--- src/rtl/mux_rr.sv ---
// N-channel round-robin mux with a registered output word, valid/ready handshake and one-hot consume strobe.
// Latency: 1 clk from input to output; backpressure: ready_in low with valid_out high freezes output, ptr and acks.
// Optional MUX_RR_PARITY_EN adds parity_out, the XOR reduction of the captured word.
module mux_rr #(
    parameter int WIDTH = 4,
    parameter int NCH   = 2,
    parameter int MODE  = 1,
    localparam int SELW = (NCH > 1) ? $clog2(NCH) : 1
) (
    input  logic                   clk,
    input  logic                   reset,
    input  logic [NCH*WIDTH-1:0]   data_in,
    input  logic [NCH-1:0]         valid_in,
    input  logic                   ready_in,
    output logic [WIDTH-1:0]       data_out,
    output logic                   valid_out,
    output logic [SELW-1:0]        sel_out,
    output logic [NCH-1:0]         ack_out
`ifdef MUX_RR_PARITY_EN
    ,
    output logic                   parity_out
`endif
);

    logic [SELW-1:0]  ptr_q, ptr_d;
    logic [SELW-1:0]  sel_q, sel_d;
    logic [WIDTH-1:0] data_q, data_d;
    logic             valid_q, valid_d;

    logic             upd;
    logic             found;
    logic [SELW-1:0]  grant;
    logic [WIDTH-1:0] grant_data;

    function automatic logic [SELW-1:0] wrap_inc(input logic [SELW-1:0] x);
        if (int'(x) >= NCH - 1) begin
            return '0;
        end
        return x + 1'b1;
    endfunction

    assign upd = !valid_q || ready_in;

    // MODE 1 scans upward from ptr with wrap; MODE 0 only looks at the channel under ptr.
    always_comb begin
        found = 1'b0;
        grant = ptr_q;
        if (MODE == 0) begin
            found = valid_in[ptr_q];
        end else begin
            for (int i = 0; i < NCH; i++) begin
                if (!found && valid_in[(int'(ptr_q) + i) % NCH]) begin
                    found = 1'b1;
                    grant = SELW'((int'(ptr_q) + i) % NCH);
                end
            end
        end
    end

    always_comb begin
        grant_data = '0;
        for (int k = 0; k < NCH; k++) begin
            if (SELW'(k) == grant) begin
                grant_data = data_in[k*WIDTH +: WIDTH];
            end
        end
    end

    always_comb begin
        ack_out = '0;
        if (!reset && upd && found) begin
            ack_out[grant] = 1'b1;
        end
    end

    always_comb begin
        ptr_d   = ptr_q;
        sel_d   = sel_q;
        data_d  = data_q;
        valid_d = valid_q;
        if (upd) begin
            valid_d = found;
            if (found) begin
                data_d = grant_data;
                sel_d  = grant;
            end
            // Strict rotation burns a slot on idle channels; skip mode resumes after the winner.
            if (MODE == 0) begin
                ptr_d = wrap_inc(ptr_q);
            end else if (found) begin
                ptr_d = wrap_inc(grant);
            end
        end
    end

    always_ff @(posedge clk or posedge reset) begin
        if (reset) begin
            ptr_q   <= '0;
            sel_q   <= '0;
            data_q  <= '0;
            valid_q <= 1'b0;
        end else begin
            ptr_q   <= ptr_d;
            sel_q   <= sel_d;
            data_q  <= data_d;
            valid_q <= valid_d;
        end
    end

    assign data_out  = data_q;
    assign valid_out = valid_q;
    assign sel_out   = sel_q;

`ifdef MUX_RR_PARITY_EN
    logic parity_q, parity_d;

    always_comb begin
        parity_d = parity_q;
        if (upd && found) begin
            parity_d = ^grant_data;
        end
    end

    always_ff @(posedge clk or posedge reset) begin
        if (reset) begin
            parity_q <= 1'b0;
        end else begin
            parity_q <= parity_d;
        end
    end

    assign parity_out = parity_q;
`endif

endmodule

--- config.mk ---
export PLATFORM = sky130hd
export DESIGN_NAME = mux_rr
export DESIGN_NICKNAME = d
export VERILOG_FILES = /design/src/rtl/mux_rr.sv
export SDC_FILE = /design/constraint.sdc
export NUM_CORES = 1
export LEC_CHECK = 0
export BUFFER_PORTS_ARGS = -buffer_cell sky130_fd_sc_hd__buf_2
export CORE_AREA = 4 4 41 43
export DETAILED_ROUTE_END_ITERATION = 10
export DIE_AREA = 0 0 45 47
export MAX_ROUTING_LAYER = met4
export PLACE_DENSITY_LB_ADDON = 0.12
export SLEW_MARGIN = 0
export SYNTH_ARGS = -nofsm -noshare
export SYNTH_HDL_FRONTEND = slang
export SYNTH_SLANG_ARGS = --single-unit
export TNS_END_PERCENT = 1
--- constraint.sdc ---
create_clock -name clk -period 2.8 [get_ports clk]
set_input_delay 0.14 -clock clk [delete_from_list [all_inputs] [get_ports clk]]
set_output_delay 0.14 -clock clk [all_outputs]
set_load 0.01 [all_outputs]
After elaboration in Yosys (flattened, before gate mapping)
Index checks and enable logic that the tools add are counted.
{"block": "classes", "addsub": 2, "order_cmp": 5, "n_mux": 17, "bitwise": 1, "n_reduce_logical": 9}
{"operator": "$mux W1", "count": 14}
{"operator": "$logic_and A1 B1 Y1", "count": 4}
{"operator": "$lt A1 B2 Y1 const B", "count": 2}
{"operator": "$mux W4", "count": 1}
{"operator": "$logic_not A1 Y1", "count": 3}
{"operator": "$lt A2 B3 Y1 const B", "count": 1}
{"operator": "$add A1 B1 Y1 const B", "count": 2}
{"operator": "$ge A1 B1 Y1 const B", "count": 2}
{"operator": "$mux W2", "count": 1}
{"operator": "$reduce_and A2 Y1", "count": 1}
{"operator": "$and A1 B1 Y1 const A", "count": 1}
{"operator": "$demux W1 S1", "count": 1}
{"operator": "$logic_or A1 B1 Y1", "count": 1}
{"block": "totals", "reg_bits": 7, "input_bits": 13, "out_inout_bits": 8}

Depth between registers and ports, before layout
Gate-level depths: netlist of run 1.
{"block": "logic_depth", "depth_word": 12, "mapped_depth": 4}

Worst setup path before layout of run 1
OpenSTA, ideal clock, no wires.
{"block": "synth_timing", "path_kind": "register to register", "from": "reg valid_q (netlist: valid_out)", "to": "reg data_q[0] (netlist: data_out[0])", "setup_time_ps": 126, "arrival_ps": 1071, "required_time_ps": 2674, "setup_slack_ps": 1603, "path_stages_with_launch": 4, "period_less_slack_ps": 1197, "cell_sequence": "dfrtp_1 nand2b_4 o21ai_0 a221o_1"}
{"block": "synth_via", "elab_chain_len": 3}
{"element": "start, declared", "line": "28", "text": "logic valid_q, valid_d;"}
{"element": "start signal, assigned", "line": "106", "text": "valid_q <= valid_d;"}
{"element": "$logic_not A1 Y1", "line": "42", "text": "assign upd = !valid_q || ready_in;"}
{"element": "$logic_or A1 B1 Y1", "line": "42"}
{"element": "$reduce_and A2 Y1 (no line)"}
{"element": "end signal, assigned", "line": "105", "text": "data_q <= data_d;"}
{"element": "end, declared", "line": "27", "text": "logic [WIDTH-1:0] data_q, data_d;"}
No other way between the ends.
A chain may end at the register's enable or synchronous reset.

Final worst setup path of run 1
{"block": "layout_timing", "from": "reg ptr_q", "to": "out ack_out[1]"}
{"block": "layout_via", "elab_chain_len": 11}
{"element": "start, declared", "line": "25", "text": "logic [SELW-1:0] ptr_q, ptr_d;"}
{"element": "start signal, assigned", "line": "103", "text": "ptr_q <= ptr_d;"}
{"element": "$add A1 B1 Y1 / $mux W1 (equally long branches)", "line": "52, 54"}
{"element": "$mux W1 (implied by the code) (2 in series)", "line": "52", "text": "if (!found && valid_in[(int'(ptr_q) + i) % NCH]) begin"}
{"element": "$mux W1 (implied by the code) / $logic_not A1 Y1 (equally long branches)", "line": "52"}
{"element": "$logic_and A1 B1 Y1", "line": "52"}
{"element": "$mux W1", "line": "52"}
{"element": "$lt A1 B2 Y1 (implied by the code) / $ge A1 B1 Y1 (equally long branches)", "line": "72", "text": "ack_out[grant] = 1'b1;"}
{"element": "$logic_and A1 B1 Y1 (implied by the code)", "line": "72"}
{"element": "$mux W1 (implied by the code)", "line": "72"}
{"element": "$demux W1 S1", "line": "72"}
{"element": "$mux W2 *", "line": "71", "text": "if (!reset && upd && found) begin"}
{"element": "end, declared", "line": "18", "text": "output logic [NCH-1:0] ack_out"}
Every way passes the cells marked *; elsewhere a longest branch is shown, timed or not. The select of a mux whose other input is x is not followed.

==> results of run 1 <==
## sequential cells by signal, indices dropped and copies added (netlist names)
| signal | cells |
|---|---|
| data_out | 4 |
| ptr_q | 1 |
| sel_out | 1 |
| valid_out | 1 |
## cells in the final DEF (no fill, tap or decap)
| cell type | count |
|---|---|
| buf_2 | 20 |
| clkbuf_1 | 1 |
| dlygate4sd3_1 | 1 |
| a21oi_1 | 1 |
| nor2_1 | 2 |
| and2_2 | 1 |
| nand2b_1 | 1 |
| and3_1 | 1 |
| a21boi_0 | 1 |
| nand2b_4 | 1 |
| nand2_1 | 2 |
| a221o_1 | 4 |
| nand3_1 | 1 |
| clkbuf_4 | 3 |
| and4_2 | 4 |
| o21ai_0 | 1 |
| dfrtp_1 | 7 |
| inv_1 | 3 |
## kinds of logic after synthesis
family	Yosys count	synth area share
simple gates	13	0.274
flops	7	0.511
compound gates	7	0.168
buf+inv	4	0.0474
## layer usage
metal,up-vias,GRT usage,wire [um]
li1,163,-,-
met4,0,0.0526,0
met3,0,0.0345,59
met5,-,-,0
met2,12,0.119,393
met1,133,0.116,379
## critical path, stage by stage (launching register included)
cell and delay, ns:
dfrtp_1 0.39, nand2b_1 0.14, and3_1 0.24, and2_2 0.21, buf_2 0.13
## power groups by stage
stage | Sequential [mW] | Clock (mW) | Combinational (mW)
3_5_place_dp | 0.125 | 0 | 0.0629
3_3_place_gp | 0.125 | 0 | 0.0623
6_report | 0.124 | 0.0909 | 0.0625
5_1_grt | 0.125 | 0.103 | 0.0690
4_1_cts | 0.124 | 0.0970 | 0.0638
2_1_floorplan | 0.131 | 0 | 0.0284
## area by class of cell
class | instances | area share
flip-flops and latches | 7 | 0.355
multi-input cells | 20 | 0.307
repair buffers | 21 | 0.223
clock buffers | 4 | 0.0533
well taps | 15 | 0.0381
inverters | 3 | 0.0228
## worst max-delay path by stage
stage / endpoint / slack (ns) / cells after the start
finish: ack_out[1] / 1.30 / 4
global placement: data_out[0] / 1.56 / 3
detailed placement: data_out[2] / 1.50 / 3
CTS: ack_out[1] / 1.27 / 5
global route: ack_out[1] / 1.18 / 5
floorplan: data_out[0] / 1.60 / 3
==> results.md, run 1 <==
- Final hold vios: 0
- Final core occ: 0.379
- Total GRT Usage: 0.0904
- Seq/Total Area, Yosys: 0.511
- Detail Route Antenna Nets: 0
- First-pass GRT wire length: 1260 um
- RR Endpoint: data_out[2]
- P_sw: 75.3 uW
- RSZ-0062 raised after global routing: no
- CP Launch Point: ptr_q
- P_leak: 0.262 nW
- Row count: 13
- Wire per inst: 11.9 um
- Top cells by area, synth: dfrtp_1 51%, a221o_1 12%, and4_2 12%
- Final GP Congestion: 0.743
- Post-synth top cells: 7 x dfrtp_1, 4 x a221o_1, 4 x and4_2, 3 x inv_1
- Worst setup SP type: flop
- Critical Path Sink Type: output pin
- Area leader, netlist: dfrtp_1
- TNS Setup: 0 ns
- Nets@finish: 69
- Avg Cell Area, Syn: 11.1 sq um
- Crit path required time: 2.66 ns
- Initial core utilization: 0.263
- Fillers: 152
- Pin count of the biggest net entering global routing: 9
- Cts repair resizes: 0
- Slew HR: 0.538
- Final period utilization: 0.536
- # diodes: 0
- Syn_nets: 44
- Status: complete, no violations
- GRT overflow: 0
- Vias in the first global route: 294
- Clk pwr share: 0.328
- Tmin final: 1.50 ns
- Fin worst setup slack: 1.30 ns
- Worst Min Path Start: valid_in[1]
- Total setup buffers inserted after CTS: 0
- Total power: 277 uW
- Routed WL: 832 um
- P_int: 202 uW
- Dpl hpwl: 678 um
- EDFF count, synth: 0
- DRC viols: 0
- Num ports: 21
- Crit Path Class: reg2out
- Combinational power share: 0.225
- Cts hold-fix bufs: 1
- TritonCTS clock tree: yes
- Reg area: 175 sq um
- Max Slew Vio Count: 0
- Post-synthesis cell type count: 15
- Post-route cell area: 493 sq um
- Async S/R FF share, synth: 1.00
- Sequential group share of total power: 0.447
- Crit path max fanout: 6
- RR Startpoint: valid_out
- Mapped Cells: 31
- Hold WS: 0.119 ns
- Top-count cell post-synth: dfrtp_1
- Placed cell count: 65
- Power density over cell area: 562 nW/um^2
- Data arrival, critical path: 1.36 ns
- Layout cell share with drive strength beyond 1: 0.527
- Number of port buffers: 20
- Hold Crit Class: in2reg
- CTS root buf: clkbuf_4
- Maximum VDD drop: 0.181 mV
- Clk slew on worst S/H paths: 0.05 ns
- Die Ht: 47 um
- DR iter-0 viols: 2
- Area Overhead vs Synth: 43.8%
- DP Worst Slack: 1.50 ns
- DR vias/cell: 4.40
- Clock Skew: 0.00184 ns
- Yosys reg bits: 7
- Max Buffers Root-to-Sink: 2
- Footprint of the multi-input gates: 151 sq um
- Worst R2R Path Depth: 3
- Reg2reg setup slack: 1.50 ns
- Final setup violation count: 0
- Post-Layout Cell Count: 70
- Die X: 45 um
- Sw Share: 0.272
- Initial antenna violation count: 0
- Hold Path Depth: 3
- CORE AREA: 1300 sq um
- Clk_lat worst skew: 0.25 ns
- Clock H-tree levels: 1
- Max-Cap Viols: 0
- Die ar.: 2120 sq um
- Post-placement cell area: 457 sq um
- Clock buffer count from CTS: 3
- Synth warnings: 0
- Area of the mapped netlist: 343 sq um
- Vias: 308
- Top FF cell, synth: dfrtp_1
- Fmax: 0.667 GHz
- Hold EP: valid_out
- Worst Tran Pin Value: 0.686 ns
- Initial DRT Pass Iterations: 4
- Post-synth top area share: 0.511
- Clock sinks: 7
Power figures use the tool's default switching activity.
==> run 2, diff against run 1 <==
==> constraint.sdc (replaced) <==
create_clock -name clk -period 1.5 [get_ports clk]
set_input_delay 0.075 -clock clk [delete_from_list [all_inputs] [get_ports clk]]
set_output_delay 0.075 -clock clk [all_outputs]
set_load 0.01 [all_outputs]
==> results.md, run 2 (synthesis gave the netlist of run 1 again) <==
- Flip-flop count of the largest register after layout: 4
- Commonest non-fill, non-tap cell in the layout: buf_2
- Power density over cell area: 1050 nW/um^2
- Wire per inst: 12.6 um
- Data arrival, critical path: 1.31 ns
- TNS Setup: 0 ns
- GRT overflow: 0
- Die X: 45 um
- Pin count of the biggest net entering global routing: 9
- Hold EP: data_out[3]
- Clock H-tree levels: 1
- DR vias/cell: 4.61
- Dpl hpwl: 732 um
- Final period utilization: 0.925
- Worst R2R Path Depth: 3
- CORE AREA: 1300 sq um
- Clock sinks: 7
- Clk slew on worst S/H paths: 0.06 ns
- Initial antenna violation count: 0
- Routed WL: 898 um
- Detail Route Antenna Nets: 0
- Tmin final: 1.39 ns
- Placed cell count: 66
- Fin worst setup slack: 0.112 ns
- RR Endpoint: data_out[1]
- DR iter-0 viols: 3
- Clock buffer count from CTS: 3
- Wire length on met2: 402 um
- Worst setup SP type: flop
- Num ports: 21
- Clock Skew: 0.00799 ns
- Crit path required time: 1.42 ns
- Number of port buffers: 20
- Max Slew Vio Count: 0
- Die ar.: 2120 sq um
- Fillers: 146
- Final hold vios: 0
- Vias in the first global route: 329
- Reg area: 175 sq um
- TritonCTS clock tree: yes
- Most frequent cells in the layout: 20 x buf_2, 7 x dfrtp_1, 4 x and4_2, 4 x a221o_1
- Fmax: 0.720 GHz
- Worst Min Path Start: data_in[7]
- Initial DRT Pass Iterations: 2
- DR top layer: met4
- Hold Path Depth: 2
- Met1 Wirelength: 408 um
- Final core occ: 0.388
- First-pass GRT wire length: 1450 um
- Area Overhead vs Synth: 47.4%
- DP Worst Slack: 0.209 ns
- Final GP Congestion: 0.761
- Hold Crit Class: in2reg
- Post-Layout Cell Count: 71
- Worst Tran Pin Value: 0.694 ns
- Crit path max fanout: 6
- Max Buffers Root-to-Sink: 2
- Vias: 327
- CTS root buf: clkbuf_4
- RR Startpoint: valid_out
- Reg2reg setup slack: 0.17 ns
- Critical Path Sink Type: output pin
- Die Ht: 47 um
- RSZ-0062 raised after global routing: no
- Layout cell share with drive strength beyond 1: 0.554
- Slew HR: 0.532
- Status: complete, no violations
- Row count: 13
- Max-Cap Viols: 0
- DR WL met3: 76 um
- Maximum VDD drop: 0.438 mV
- Clk_lat worst skew: 0.26 ns
- # diodes: 0
- Initial core utilization: 0.263
- DRC viols: 0
- Footprint of the multi-input gates: 156 sq um
- P_leak: 0.266 nW
- Total GRT Usage: 0.102
- Nets@finish: 70
- Crit Path Class: reg2out
- Hold WS: 0.0435 ns
- Final setup violation count: 0
run 2: area by class of cell:
type | count | area share
sequential | 7 | 0.347
multi-input combinational | 20 | 0.309
timing repair buffer | 22 | 0.233
clock buffer | 4 | 0.0520
tap | 15 | 0.0371
inverter | 3 | 0.0223
run 2: routing by layer:
metal | GRT usage | vias to the layer above
li1 | - | 165
met1 | 0.131 | 144
met2 | 0.133 | 16
met3 | 0.0460 | 2
met4 | 0.0526 | 0
met5 | - | -
run 2: worst max-delay path, cell delays in order, from the launching register on:
cell and delay (ns):
dfrtp_1 0.38, nand2b_1 0.14, and3_4 0.20, and2_2 0.19, buf_2 0.14
run 2: how the worst max path moves through the flow:
stage	startpoint	to	slack, ns	depth (start not counted)
5_1_grt	ptr_q	ack_out[1]	0.04	4
3_5_place_dp	valid_out	data_out[2]	0.21	3
2_1_floorplan	valid_out	data_out[0]	0.30	3
6_report	ptr_q	ack_out[1]	0.11	4
3_3_place_gp	valid_out	data_out[0]	0.26	3
4_1_cts	ptr_q	ack_out[1]	0.04	4
run 2: metrics by stage:
step,cell area (sq um),power (mW)
final,505,0.529
after global routing,505,0.559
after global placement,464,0.352
after detailed placement,464,0.355
after floorplan,343,0.298
after CTS,500,0.536
run 2: power by group:
part	internal, mW	total [mW]	leakage [nW]	switching, mW
registers	0.216	0.231	0.0810	0.0151
logic	0.0631	0.122	0.170	0.0586
clock network	0.102	0.176	0.0150	0.0743
total	0.381	0.529	0.266	0.148
run 2: what timing repair did:
action                                 in CTS  in global routing
setup buffers                               0                  0
setup endpoints to repair                   0                  1
hold buffers                                1                  0
endpoints found under the hold margin       7                  0
gates resized for setup                     0                  2
==> run 3, diff against run 2 <==
--- a/config.mk
+++ b/config.mk
@@ -10,7 +10,7 @@
 export DETAILED_ROUTE_END_ITERATION = 10
 export DIE_AREA = 0 0 45 47
 export MAX_ROUTING_LAYER = met4
-export PLACE_DENSITY_LB_ADDON = 0.12
+export PLACE_DENSITY = 0.64
 export SLEW_MARGIN = 0
 export SYNTH_ARGS = -nofsm -noshare
 export SYNTH_HDL_FRONTEND = slang
==> results.md, run 3 (synthesis gave the netlist of run 1 again) <==
- Die Ht: 47 um
- P_int: 382 uW
- RR Startpoint: valid_out
- Sw Share: 0.274
- Max Buffers Root-to-Sink: 2
- Reg2reg setup slack: 0.22 ns
- Critical Path Sink Type: output pin
- Final GP Congestion: 0.719
- Max Slew Vio Count: 0
- Post-Layout Cell Count: 71
- Tmin final: 1.42 ns
- Initial DRT Pass Iterations: 4
- Hold Path Depth: 3
- Crit Path Class: reg2out
- DR iter-0 viols: 4
- Combinational power share: 0.235
- Worst Min Path Start: valid_in[1]
- Detail Route Antenna Nets: 0
- Slew HR: 0.586
- DR vias/cell: 4.49
- Crit path required time: 1.42 ns
- Worst R2R Path Depth: 3
- Routed WL: 829 um
- Dpl hpwl: 653 um
- Layout cell share with drive strength beyond 1: 0.554
- Clock sinks: 7
- TNS Setup: 0 ns
- Initial antenna violation count: 0
- Clk pwr share: 0.326
- Nets@finish: 70
- DRC viols: 0
- Worst setup SP type: flop
- Vias in the first global route: 282
- GRT overflow: 0
- Clk slew on worst S/H paths: 0.05 ns
- Max-Cap Viols: 0
- Most frequent cells in the layout: 20 x buf_2, 7 x dfrtp_1, 4 x and4_2, 4 x a221o_1
- Row count: 13
- Data arrival, critical path: 1.34 ns
- Initial core utilization: 0.263
- Num ports: 21
- Sequential group share of total power: 0.439
- Clock H-tree levels: 1
- Fmax: 0.706 GHz
- Power density over cell area: 1050 nW/um^2
- Commonest non-fill, non-tap cell in the layout: buf_2
- P_sw: 144 uW
- CTS root buf: clkbuf_4
- Final period utilization: 0.945
- Die ar.: 2120 sq um
- Hold WS: 0.0519 ns
- Maximum VDD drop: 0.384 mV
- Clock buffer count from CTS: 3
- Number of port buffers: 20
- Area Overhead vs Synth: 46.4%
- Post-route cell area: 502 sq um
- Final setup violation count: 0
- RR Endpoint: data_out[1]
- Wire per inst: 11.7 um
- Clk_lat worst skew: 0.25 ns
- Pin count of the biggest net entering global routing: 9
- Clock Skew: 0.00170 ns
- Crit path max fanout: 6
- Hold EP: valid_out
- Total GRT Usage: 0.0932
- Final hold vios: 0
- First-pass GRT wire length: 1290 um
- Worst Tran Pin Value: 0.615 ns
- CORE AREA: 1300 sq um
- RSZ-0062 raised after global routing: no
- Post-placement cell area: 457 sq um
- Placed cell count: 65
- Vias: 319
- Hold Crit Class: in2reg
- Die X: 45 um
- P_leak: 0.266 nW
- Final core occ: 0.386
- TritonCTS clock tree: yes
- Flip-flop count of the largest register after layout: 4
- Status: complete, no violations
- # diodes: 0
run 3: metal layers:
layer	up-vias	GRT usage	wire, um
met5	-	-	0
met4	0	0.0526	0
met3	0	0.0460	66
met2	14	0.107	340
met1	138	0.127	422
li1	167	-	-
run 3: layout make-up:
class | count | area (sq um)
Timing Repair Buffer | 22 | 118
Fill cell | 153 | 800
Tap cell | 15 | 18.8
Inverter | 3 | 11.3
Sequential cell | 7 | 175
Clock buffer | 4 | 26.3
Multi-Input combinational cell | 20 | 153
run 3: worst max-delay path by stage:
stage / startpoint / end / slack [ns] / cells after the start
6_report: ptr_q / ack_out[1] / 0.08 / 4
5_1_grt: ptr_q / ack_out[1] / 0.02 / 4
4_1_cts: ptr_q / ack_out[1] / 0.06 / 4
3_5_place_dp: valid_out / data_out[3] / 0.23 / 3
3_3_place_gp: valid_out / data_out[1] / 0.27 / 3
2_1_floorplan: valid_out / data_out[0] / 0.30 / 3
run 3: metrics by stage:
| stage | total power, mW | worst slack [ns] |
|---|---|---|
| global route | 0.562 | 0.0168 |
| finish | 0.527 | 0.0829 |
| detailed placement | 0.351 | 0.230 |
| CTS | 0.527 | 0.0609 |
| global placement | 0.348 | 0.271 |
| floorplan | 0.298 | 0.303 |
run 3: what timing repair did:
action | CTS | global route
hold endpoints to repair | 7 | 0
hold buffers | 1 | 0
gates resized for setup | 0 | 1
buffers inserted | 0 | 1
setup endpoints to repair | 0 | 1
run 3: power by group through the flow:
stage	Combinational, mW	Sequential, mW	Clock, mW
3_3_place_gp	0.114	0.234	0
3_5_place_dp	0.117	0.235	0
2_1_floorplan	0.0530	0.245	0
6_report	0.124	0.231	0.172
5_1_grt	0.139	0.234	0.189
4_1_cts	0.118	0.232	0.176
run 3: critical path, cell delays in order (launching register included):
cell	delay, ns
dfrtp_1	0.39
nand2b_1	0.14
and3_2	0.25
and2_2	0.19
buf_2	0.13
